$ cat src/rtl/tqvp_textbuf_console.sv
// Text buffer console peripheral: DEPTH-character buffer with a cursor, plus
// hardware CLEAR/SCROLL sequencers that raise a level interrupt when they finish.
module tqvp_textbuf_console #(
    parameter int COLS = 16,
    parameter int ROWS = 3
) (
    input  logic        clk,
    input  logic        rst_n,
    input  logic [7:0]  ui_in,
    output logic [7:0]  uo_out,
    input  logic [5:0]  address,
    input  logic [31:0] data_in,
    input  logic [1:0]  data_write_n,
    input  logic [1:0]  data_read_n,
    output logic [31:0] data_out,
    output logic        data_ready,
    output logic        user_interrupt
);
    localparam int DEPTH = COLS * ROWS;
    localparam int AW    = $clog2(DEPTH);

    localparam logic [AW-1:0] LAST       = AW'(DEPTH - 1);
    localparam logic [AW-1:0] MOVE_LAST  = AW'(DEPTH - COLS - 1);
    localparam logic [AW-1:0] COLS_A     = AW'(COLS);
    localparam logic [AW-1:0] BOTTOM_ROW = AW'((ROWS - 1) * COLS);

    localparam logic [5:0] A_CURSOR = 6'h00;
    localparam logic [5:0] A_CHAR   = 6'h01;
    localparam logic [5:0] A_CMD    = 6'h02;
    localparam logic [5:0] A_STATUS = 6'h03;
    localparam logic [5:0] A_FILL   = 6'h04;
    localparam logic [5:0] A_IRQ    = 6'h08;

    typedef enum logic [1:0] {S_IDLE, S_CLEAR, S_SCROLL_MOVE, S_SCROLL_FILL} state_t;

    state_t          state_q, state_d;
    logic [AW-1:0]   cur_q;
    logic [AW-1:0]   idx_q;
    logic            wrap_q;
    logic            irq_q;
    logic [7:0]      fill_q;
    logic [7:0]      text_mem [DEPTH];

    logic            wr;
    logic            busy;
    logic            done;
    logic            mem_we;
    logic [AW-1:0]   mem_addr;
    logic [7:0]      mem_wdata;
    logic            unused_inputs;

    assign wr             = (data_write_n != 2'b11);
    assign unused_inputs  = &{1'b0, ui_in, data_read_n, data_in[31:8]};
    assign uo_out         = text_mem[cur_q];
    assign data_ready     = 1'b1;
    assign user_interrupt = irq_q;

    always_ff @(posedge clk) begin
        if (!rst_n) state_q <= S_IDLE;
        else        state_q <= state_d;
    end

    always_comb begin
        state_d = state_q;
        case (state_q)
            S_IDLE: begin
                if (wr && address == A_CMD) begin
                    if (data_in[0])      state_d = S_CLEAR;
                    else if (data_in[1]) state_d = S_SCROLL_MOVE;
                end
            end
            S_CLEAR:       if (idx_q == LAST)      state_d = S_IDLE;
            S_SCROLL_MOVE: if (idx_q == MOVE_LAST) state_d = S_SCROLL_FILL;
            S_SCROLL_FILL: if (idx_q == LAST)      state_d = S_IDLE;
            default:       state_d = S_IDLE;
        endcase
    end

    // One buffer write port, shared by CPU character writes and the sequencers
    always_comb begin
        busy      = 1'b1;
        done      = 1'b0;
        mem_we    = 1'b0;
        mem_addr  = idx_q;
        mem_wdata = fill_q;
        case (state_q)
            S_IDLE: begin
                busy      = 1'b0;
                mem_addr  = cur_q;
                mem_wdata = data_in[7:0];
                mem_we    = wr && (address == A_CHAR);
            end
            S_CLEAR: begin
                mem_we = 1'b1;
                done   = (idx_q == LAST);
            end
            S_SCROLL_MOVE: begin
                mem_we    = 1'b1;
                mem_wdata = text_mem[idx_q + COLS_A];
            end
            S_SCROLL_FILL: begin
                mem_we = 1'b1;
                done   = (idx_q == LAST);
            end
            default: ;
        endcase
    end

    always_ff @(posedge clk) begin
        if (!rst_n) begin
            cur_q  <= '0;
            idx_q  <= '0;
            wrap_q <= 1'b0;
            irq_q  <= 1'b0;
            fill_q <= 8'h20;
        end else begin
            idx_q <= (busy && !done) ? idx_q + 1'b1 : '0;
            if (!busy && wr) begin
                case (address)
                    A_CURSOR: if ({1'b0, data_in[7:0]} < 9'(DEPTH)) cur_q <= data_in[AW-1:0];
                    A_CHAR: begin
                        if (cur_q == LAST) begin
                            cur_q  <= '0;
                            wrap_q <= 1'b1;
                        end else begin
                            cur_q <= cur_q + 1'b1;
                        end
                    end
                    A_FILL:  fill_q <= data_in[7:0];
                    default: ;
                endcase
            end
            if (wr && address == A_STATUS && data_in[1]) wrap_q <= 1'b0;
            if (done) cur_q <= (state_q == S_CLEAR) ? '0 : BOTTOM_ROW;
            // Completion outranks a simultaneous software clear
            if (done)                                   irq_q <= 1'b1;
            else if (wr && address == A_IRQ && data_in[0]) irq_q <= 1'b0;
        end
    end

    always_ff @(posedge clk) begin
        if (rst_n && mem_we) text_mem[mem_addr] <= mem_wdata;
    end

    always_comb begin
        data_out = '0;
        case (address)
            A_CURSOR: data_out[AW-1:0] = cur_q;
            A_CHAR:   data_out[7:0]    = text_mem[cur_q];
            A_STATUS: data_out[2:0]    = {irq_q, wrap_q, busy};
            A_FILL:   data_out[7:0]    = fill_q;
            default:  ;
        endcase
    end

endmodule
$ cat config.mk
export PLATFORM = sky130hd
export DESIGN_NAME = tqvp_textbuf_console
export DESIGN_NICKNAME = d
export VERILOG_FILES = /design/src/rtl/tqvp_textbuf_console.sv
export SDC_FILE = /design/constraint.sdc
export NUM_CORES = 1
export LEC_CHECK = 0
export CORE_MARGIN = 1.5
export CORE_UTILIZATION = 45
export CTS_BUF_LIST = sky130_fd_sc_hd__clkbuf_2 sky130_fd_sc_hd__clkbuf_4 sky130_fd_sc_hd__clkbuf_8
export CTS_CLUSTER_SIZE = 30
export DETAILED_ROUTE_END_ITERATION = 6
export HOLD_SLACK_MARGIN = 0.1
export PLACE_DENSITY = 0.6
export SETUP_SLACK_MARGIN = 0.3
export SLEW_MARGIN = 25
export SYNTH_ARGS = -nofsm -noshare
export SYNTH_HDL_FRONTEND = slang
export SYNTH_SLANG_ARGS = --single-unit
$ cat constraint.sdc
create_clock -name clk -period 8.9 [get_ports clk]
set_input_delay 1.335 -clock clk [delete_from_list [all_inputs] [get_ports clk]]
set_output_delay 1.335 -clock clk [all_outputs]
set_load 0.05 [all_outputs]
# After elaboration in Yosys (flattened, before gate mapping)
# Memory sizes are Yosys's and may differ from the RTL's. A register that Yosys moved wholly into a read port is not among the register bits.
# Index checks and enable logic that the tools add are counted.
[word_totals] word_cells=78 n_memories=1 out_inout_bits=42 ramBits=384 register_bits=24
[classes] n_eq_ne=17 n_reduce_logical=23 bitwise_logic=1 n_addsub=3 muxes=26 magnitude_cmp=1
[mem_list] name="text_mem" words=48 width=8 read_ports=2 rd_clocked_by_memory_dff=1 wr=1 line="42" rtl="logic [7:0] text_mem [DEPTH];"
[op_table] cell="6-bit two-way mux" n=8
[op_table] cell="8-bit one-hot mux with 2 select lines" n=1
[op_table] cell="6-bit by 1-bit adder with 6-bit output, second input constant" n=2
[op_table] cell="6-bit by 2-bit equality test with 1-bit output, second input constant" n=2
[op_table] cell="6-bit equality test, second input constant" n=2
[op_table] cell="3-bit one-hot mux with 4 select lines" n=1
[op_table] cell="6-bit one-hot mux with 2 select lines" n=1
[op_table] cell="2-bit two-way mux" n=5
[op_table] cell="1-bit logical AND" n=9
[op_table] cell="3-bit one-hot mux with 3 select lines" n=1
[op_table] cell="8-bit by 6-bit < comparator with 1-bit output, second input constant" n=1
[op_table] cell="6-bit by 5-bit adder with 6-bit output, second input constant" n=1
[op_table] cell="6-bit by 1-bit equality test with 1-bit output, second input constant" n=1
[op_table] cell="6-bit by 3-bit equality test with 1-bit output, second input constant" n=1
[op_table] cell="6-bit by 4-bit equality test with 1-bit output, second input constant" n=1
[op_table] cell="6-bit by 5-bit equality test with 1-bit output, second input constant" n=1
[op_table] cell="6-bit zero test" n=1
[op_table] cell="1-bit two-way mux" n=6
[op_table] cell="2-bit inequality test, second input constant" n=3
[op_table] cell="3-bit inequality test, second input constant" n=2
[op_table] cell="2-bit one-hot mux with 3 select lines" n=1
[op_table] cell="3-bit AND reduction" n=2
[op_table] cell="2-bit equality test, second input constant" n=2
[op_table] cell="2-bit one-hot mux with 2 select lines" n=1
[op_table] cell="12 further kinds" n=15

# Logic depth before layout (Yosys ltp)
# Gate-level depths: netlist of run 1.
[depth] depth_word=7 ltp_mapped=9

# Least setup slack after synthesis of run 1
# OpenSTA, ideal clock, no wires.
[synth_timing] kind="input to output" startpoint="input address[3]" endpoint="output data_out[6]" t_arrival_ns=3.451 cell_stages=5 t_required_ns=7.565 setup_slack_ns=4.114 cell_sequence="nor4_1 > and3_1 > buf_6 > nand2b_1 > o21ai_0"
[synth_between] elab_chain_cells=2 elab_cells_between_ends=3
[synth_lines] element="from (decl)" line="11" rtl="input logic [5:0] address,"
[synth_lines] element="6-bit by 3-bit equality test with 1-bit output / 6-bit by 1-bit equality test with 1-bit output (equally long branches)" line="147" rtl="case (address)"
[synth_lines] element="2-bit one-hot mux with 2 select lines (*)" line="147"
[synth_lines] element="to (decl)" line="15" rtl="output logic [31:0] data_out,"
# Mark *: on every way between the ends. The rest lies on a longest branch, timed or not.

==> flow_summary.toml, run 1 <==
[drt]
route.detailed.wl_per_inst_um = 30.3
postRouteWirelength_um = 56400
first_pass_iters = 5
ant_nets = 0
drc_errors = 0
routed_via_density = 6.44
drt_iter0_drc = 1407
vias = 12000

[pwr]
p_seq_share_pct = 55.1
p_leak_nw = 6.78
p_int_w = 0.00302
clock_power_share_pct = 41.9
powerDensity_mw_per_mm2 = 173
ir_drop_mv = 0.0768
p_switching_w = 0.000853
pwr-share-comb_pct = 3.0
sw_frac_of_total_pct = 22.0

[global_routing]
grt_pass1_vias = 12000
antenna_found_initial = 0
grtUsageTotal_pct = 24.8
grt_pass1_wl_um = 82200
grt_max_degree = 60
grt_overflow_total = 0

[timing]
max_freq_mhz = 165
tightest_slew_ps = 1080
rsz0062_at_grt = "false"
skew_ps = 31.9
post-route-period-util_pct = 68.0
fin_crit_ps = 6050
slew_viol_final = 0
hold_viol_final = 0
slew_headroom_pct = 27.9
setup_viol = 0
finalSetupTns_ps = 0

[final_layout]
drive_gt1_share_pct = 27.7
utilization_pct = 50.8
num-nets-final = 1275
area_delta_synth_final_pct = 11.6
antenna_cells = 0

[worst_setup_path]
path_cells = "buf_12 > mux4_1 > mux4_2 > a21oi_1 > o211ai_1 > clkdlybuf4s50_1"
critPathRequiredTime_ps = 7570
worst_path_largest_cell_delay_ps = 860
cp.arrival_ps = 4720
endpoint_kind = "output pin"
path_max_fanout = 59
crit_slowest_cell = "dfxtp_4"
worst-setup-path-type = "reg2out"
cp-start-kind = "flop"

[yosys]
ys_ff_latch = 414
synth.distinct_cells = 69
synthArstFlopShare_pct = 0
synth_edf_count = 384
syn_inst = 1147
syn_area_mm2 = 0.0200
syn_area_per_cell_um2 = 17.5
synth_seq_area_share_pct = 60.5
ys.flop_type = "edfxtp_1"
ys_warn_count = 0

[floorplan]
core_mm2 = 0.0440
num_rows = 77
dieArea_mm2 = 0.0458
die_y_um = 214
fp.dieW_um = 214
ios = 94
initial_core_util_pct = 45.5

[clock_network]
cts_made_buffers = 68
ctsHoldBuffers = 0
cts-root-buf = "clkbuf_8"
cts.sinks = 414
postCtsSetupRepairBufs = 0
cts_tree = "done"
cts_resized = 0
clk_pin_slew_worst_paths_ps = 60
clockBufferDepth = 3
h-tree-depth = 3
insertion_delay_ps = 640

[place]
hpwl_um = 35700
gp_congestion = 0.896
io_buffers = 34

[run_status]
status = "complete, no violations"

[worst_hold_path]
hold_class = "reg2reg"

[job]
cap_violations = 0
[sequential cells by signal, summed over array words and instances, names as in the netlist, named ones only]
name            cells
cur_q               6
idx_q               6
wrap_q              1
text_mem          384
user_interrupt      1
state_q             2
fill_q              8
[layout make-up]
class | count | area (µm²)
clock buffers | 93 | 1140
flip-flops and latches | 414 | 12200
inverters | 10 | 37.5
clock inverters | 26 | 150
multi-input cells | 640 | 7350
well taps | 592 | 741
repair buffers | 85 | 776
fillers | 3626 | 21700
[synth_stat cells, drive strengths merged, types with 5 or more instances]
| library cell | instances | area (µm²) |
|---|---|---|
| mux4 | 187 | 4320 |
| and3 | 8 | 51.3 |
| dfxtp | 30 | 601 |
| a211oi | 8 | 60.1 |
| a21oi | 28 | 144 |
| o221ai | 14 | 123 |
| nor2 | 48 | 180 |
| inv | 10 | 37.5 |
| edfxtp | 384 | 11500 |
| a22oi | 32 | 240 |
| a221o | 8 | 80.1 |
| nand2 | 36 | 135 |
| buf | 70 | 536 |
| o21ai | 14 | 70.1 |
| nor3 | 46 | 230 |
| nand3b | 8 | 60.1 |
| clkbuf | 33 | 134 |
| mux2i | 47 | 470 |
| a22o | 13 | 114 |
| o22ai | 13 | 81.3 |
| nor2b | 13 | 81.3 |
| nand2b | 5 | 31.3 |
| a311oi | 7 | 61.3 |
| nand3 | 15 | 75.1 |
| or3 | 5 | 31.3 |
[power groups by stage]
stage          Sequential (W)  Clock [W]  Combinational (W)
6_report              0.00213    0.00162           0.000118
5_1_grt               0.00213    0.00174           0.000125
4_1_cts               0.00213    0.00165           0.000117
3_5_place_dp          0.00217          0           0.000117
3_3_place_gp          0.00217          0           0.000113
2_1_floorplan         0.00217          0          0.0000817
[per-stage QoR]
| step | instance area [µm²] | setup slack [ps] | std cells | hold WS [ps] | total power, W |
|---|---|---|---|---|---|
| finish | 22400 | 2850 | 1860 | 517 | 0.00387 |
| global route | 22400 | 2680 | 1860 | 559 | 0.00399 |
| CTS | 22300 | 2720 | 1859 | 518 | 0.00390 |
| detailed placement | 21000 | 3240 | 1740 | 511 | 0.00229 |
| global placement | 21000 | 3280 | 1739 | 502 | 0.00229 |
| floorplan | 20100 | 4110 | 1170 | 467 | 0.00225 |
[path summary, 6_finish.rpt]
path         cells past startpoint  slack (ps)      startpoint               to
min reg2reg                      2         520  user_interrupt   user_interrupt
max reg2reg                      7        4520        idx_q[2]  text_mem[28][2]
max                              6        2850            flop      data_out[2]
min                              2         520  user_interrupt   user_interrupt
[cell usage in the layout (no fill, tap or decap), types with 11 or more instances in the layout]
| master | instances |
|---|---|
| a21oi_1 | 26 |
| a22o_1 | 13 |
| a22oi_1 | 32 |
| buf_4 | 48 |
| clkbuf_4 | 22 |
| clkbuf_8 | 71 |
| clkdlybuf4s50_1 | 34 |
| clkinv_1 | 16 |
| conb_1 | 25 |
| dfxtp_1 | 24 |
| edfxtp_1 | 384 |
| mux2i_1 | 47 |
| mux4_1 | 30 |
| mux4_2 | 157 |
| nand2_1 | 36 |
| nand3_1 | 15 |
| nor2_1 | 44 |
| nor2b_1 | 11 |
| nor3_1 | 33 |
| nor3_2 | 13 |
| o221ai_1 | 14 |
| o22ai_1 | 13 |
[logic make-up after synthesis]
kind of cell,share of synthesized area [%]
AND/OR/NAND/NOR,4.96
adder cells (fa/ha/maj),0.250
AO/OA/AOI/OAI,6.29
multiplexers,24.0
buffers and inverters,3.67
other,0.0375
XOR/XNOR,0.262
flip-flops,60.5
[per-layer routing]
| metal | vias to the layer above | routed length, µm | GRT usage [%] |
|---|---|---|---|
| li1 | 4987 | - | - |
| met1 | 6229 | 23100 | 34.7 |
| met2 | 666 | 25800 | 37.6 |
| met3 | 89 | 5520 | 5.87 |
| met4 | 0 | 1980 | 10.4 |
| met5 | - | 0 | 0 |
[critical path, delay by kind of cell (launching register included)]
family | cells | cell delay, ps
buf+inv | 2 | 1180
flops | 1 | 860
mux | 2 | 1180
compound gates | 2 | 750
Note: power is estimated with default switching activity, not from simulation.
==> run 2, diff against run 1 <==
Settings changed: PLACE_DENSITY 0.6 to 0.63.
Clock period 8.9 ns to 4.9 ns, I/O delays scaled along.
==> flow_summary.toml, run 2 (synthesized netlist as in run 1, its figures left out) <==
[floorplan]
initial_core_util_pct = 45.5
core_mm2 = 0.0440
die_y_um = 214
dieArea_mm2 = 0.0458
fp.dieW_um = 214
ios = 94
num_rows = 77

[clock_network]
clockBufferDepth = 3
cts_made_buffers = 70
h-tree-depth = 3
cts.sinks = 414
cts_tree = "done"
ctsHoldBuffers = 0
cts-root-buf = "clkbuf_8"
clk_pin_slew_worst_paths_ps = 60
insertion_delay_ps = 630

[worst_setup_path]
path_cells = "buf_4 > mux4_2 > mux4_2 > nor2b_1 > a21oi_1 > o21ai_0 > dlygate4sd2_1"
r2r-start = "idx_q[0]"
crit_family = "multiplexers"
r2r_cells = 6
path_depth = 7
r2r_end = "text_mem[25][7]"
crit_slowest_cell = "dfxtp_4"
crit_buf_inv = 2
path_max_fanout = 13
worst_path_largest_cell_delay_ps = 550
cp.arrival_ps = 3810
critPathRequiredTime_ps = 4160
worst-setup-path-type = "reg2out"
endpoint_kind = "output pin"
regToRegSetupSlack_ps = 1270
cp-start-kind = "flop"
cp_common_cell = "mux4_2"

[drt]
first_pass_iters = 6
vias = 12300
routed_via_density = 6.42
drc_errors = 0
drt_iter0_drc = 1713
ant_nets = 0
route.detailed.wl_per_inst_um = 29.2
postRouteWirelength_um = 56000

[place]
placed_area_mm2 = 0.0213
dp_slack_ps = 733
hpwl_um = 37700
gp_congestion = 0.943
io_buffers = 34

[timing]
hold_ws_ps = 554
skew_ps = 28.5
fin_crit_ps = 4540
tightest_slew_ps = 943
max_freq_mhz = 220
slew_headroom_pct = 37.1
rsz0062_at_grt = "false"
hold_viol_final = 0
setup_ws_ps = 357
finalSetupTns_ps = 0
post-route-period-util_pct = 92.7
setup_viol = 0
slew_viol_final = 0

[global_routing]
antenna_found_initial = 0
grtUsageTotal_pct = 24.7
grt_pass1_vias = 12200
grt_max_degree = 49
grt_overflow_total = 0
grt_pass1_wl_um = 82500

[pwr]
p_leak_nw = 7.15
ir_drop_mv = 0.288
powerDensity_mw_per_mm2 = 313
total_power_w = 0.00711

[final_layout]
reg_top3 = "text_mem (384), fill_q (8)"
post-route-cell-area_mm2 = 0.0227
drive_gt1_share_pct = 29.7
layout_commonest_cell = "edfxtp_1"
antenna_cells = 0
layout_common_cells = "edfxtp_1, mux4_2, buf_4"
seqCellArea_mm2 = 0.0122
largest_register_ffs = 384
num-nets-final = 1326
top_register = "text_mem"
multiInputGateArea_mm2 = 0.00728
area_delta_synth_final_pct = 13.4
fillers = 3549

[worst_hold_path]
hold_depth = 2
whs_endpoint = "fill_q[4]"
hp-start = "fill_q[4]"
hold_class = "reg2reg"

[job]
cap_violations = 0

[run_status]
status = "complete, no violations"
## run 2: worst reg2reg max path: stages, from the launching register on
cell,delay [ps]
dfxtp_4,750
buf_4,480
mux4_2,570
a21oi_1,260
a21oi_1,230
a221o_1,700
buf_4,370
## run 2: worst max path at each step
stage	startpoint	endpoint	slack, ps
4_1_cts	flop	data_out[0]	110
2_1_floorplan	flop	data_out[0]	1280
3_5_place_dp	flop	data_out[0]	730
5_1_grt	flop	data_out[2]	300
3_3_place_gp	flop	data_out[0]	720
6_report	flop	uo_out[4]	360
## run 2: cell type report
cell class / instances / area share (%)
Sequential cell: 414 / 53.5
Multi-Input combinational cell: 640 / 32.0
Clock buffer: 95 / 5.18
Timing Repair Buffer: 134 / 5.02
Tap cell: 592 / 3.26
Clock inverter: 32 / 0.810
Inverter: 10 / 0.165
## run 2: where the power goes
| group | internal (W) | switching [W] | leakage [nW] |
|---|---|---|---|
| registers | 0.00386 | 0.00000598 | 3.70 |
| clock network | 0.00162 | 0.00140 | 0.715 |
| logic | 0.0000565 | 0.000163 | 2.74 |
## run 2: what timing repair did
action | in CTS | in global routing
hold endpoints to repair | 0 | 0
setup buffers | 0 | 0
setup endpoints to repair | 14 | 4
gates resized for setup | 15 | 4
## run 2: through the flow
step                instances  util (%)
finish                   1917      51.6
global route             1917      51.6
CTS                      1917      51.5
detailed placement       1790      48.5
global placement         1790      48.5
floorplan                1170         -
## run 2: layer usage
| layer | vias to the layer above | share of wire, % | track usage, % |
|---|---|---|---|
| met1 | 6346 | 40 | 34.3 |
| met3 | 132 | 9.1 | 4.74 |
| met2 | 736 | 48 | 39.4 |
| li1 | 5094 | - | - |
| met4 | 0 | 3.3 | 8.51 |
| met5 | - | 0 | 0 |
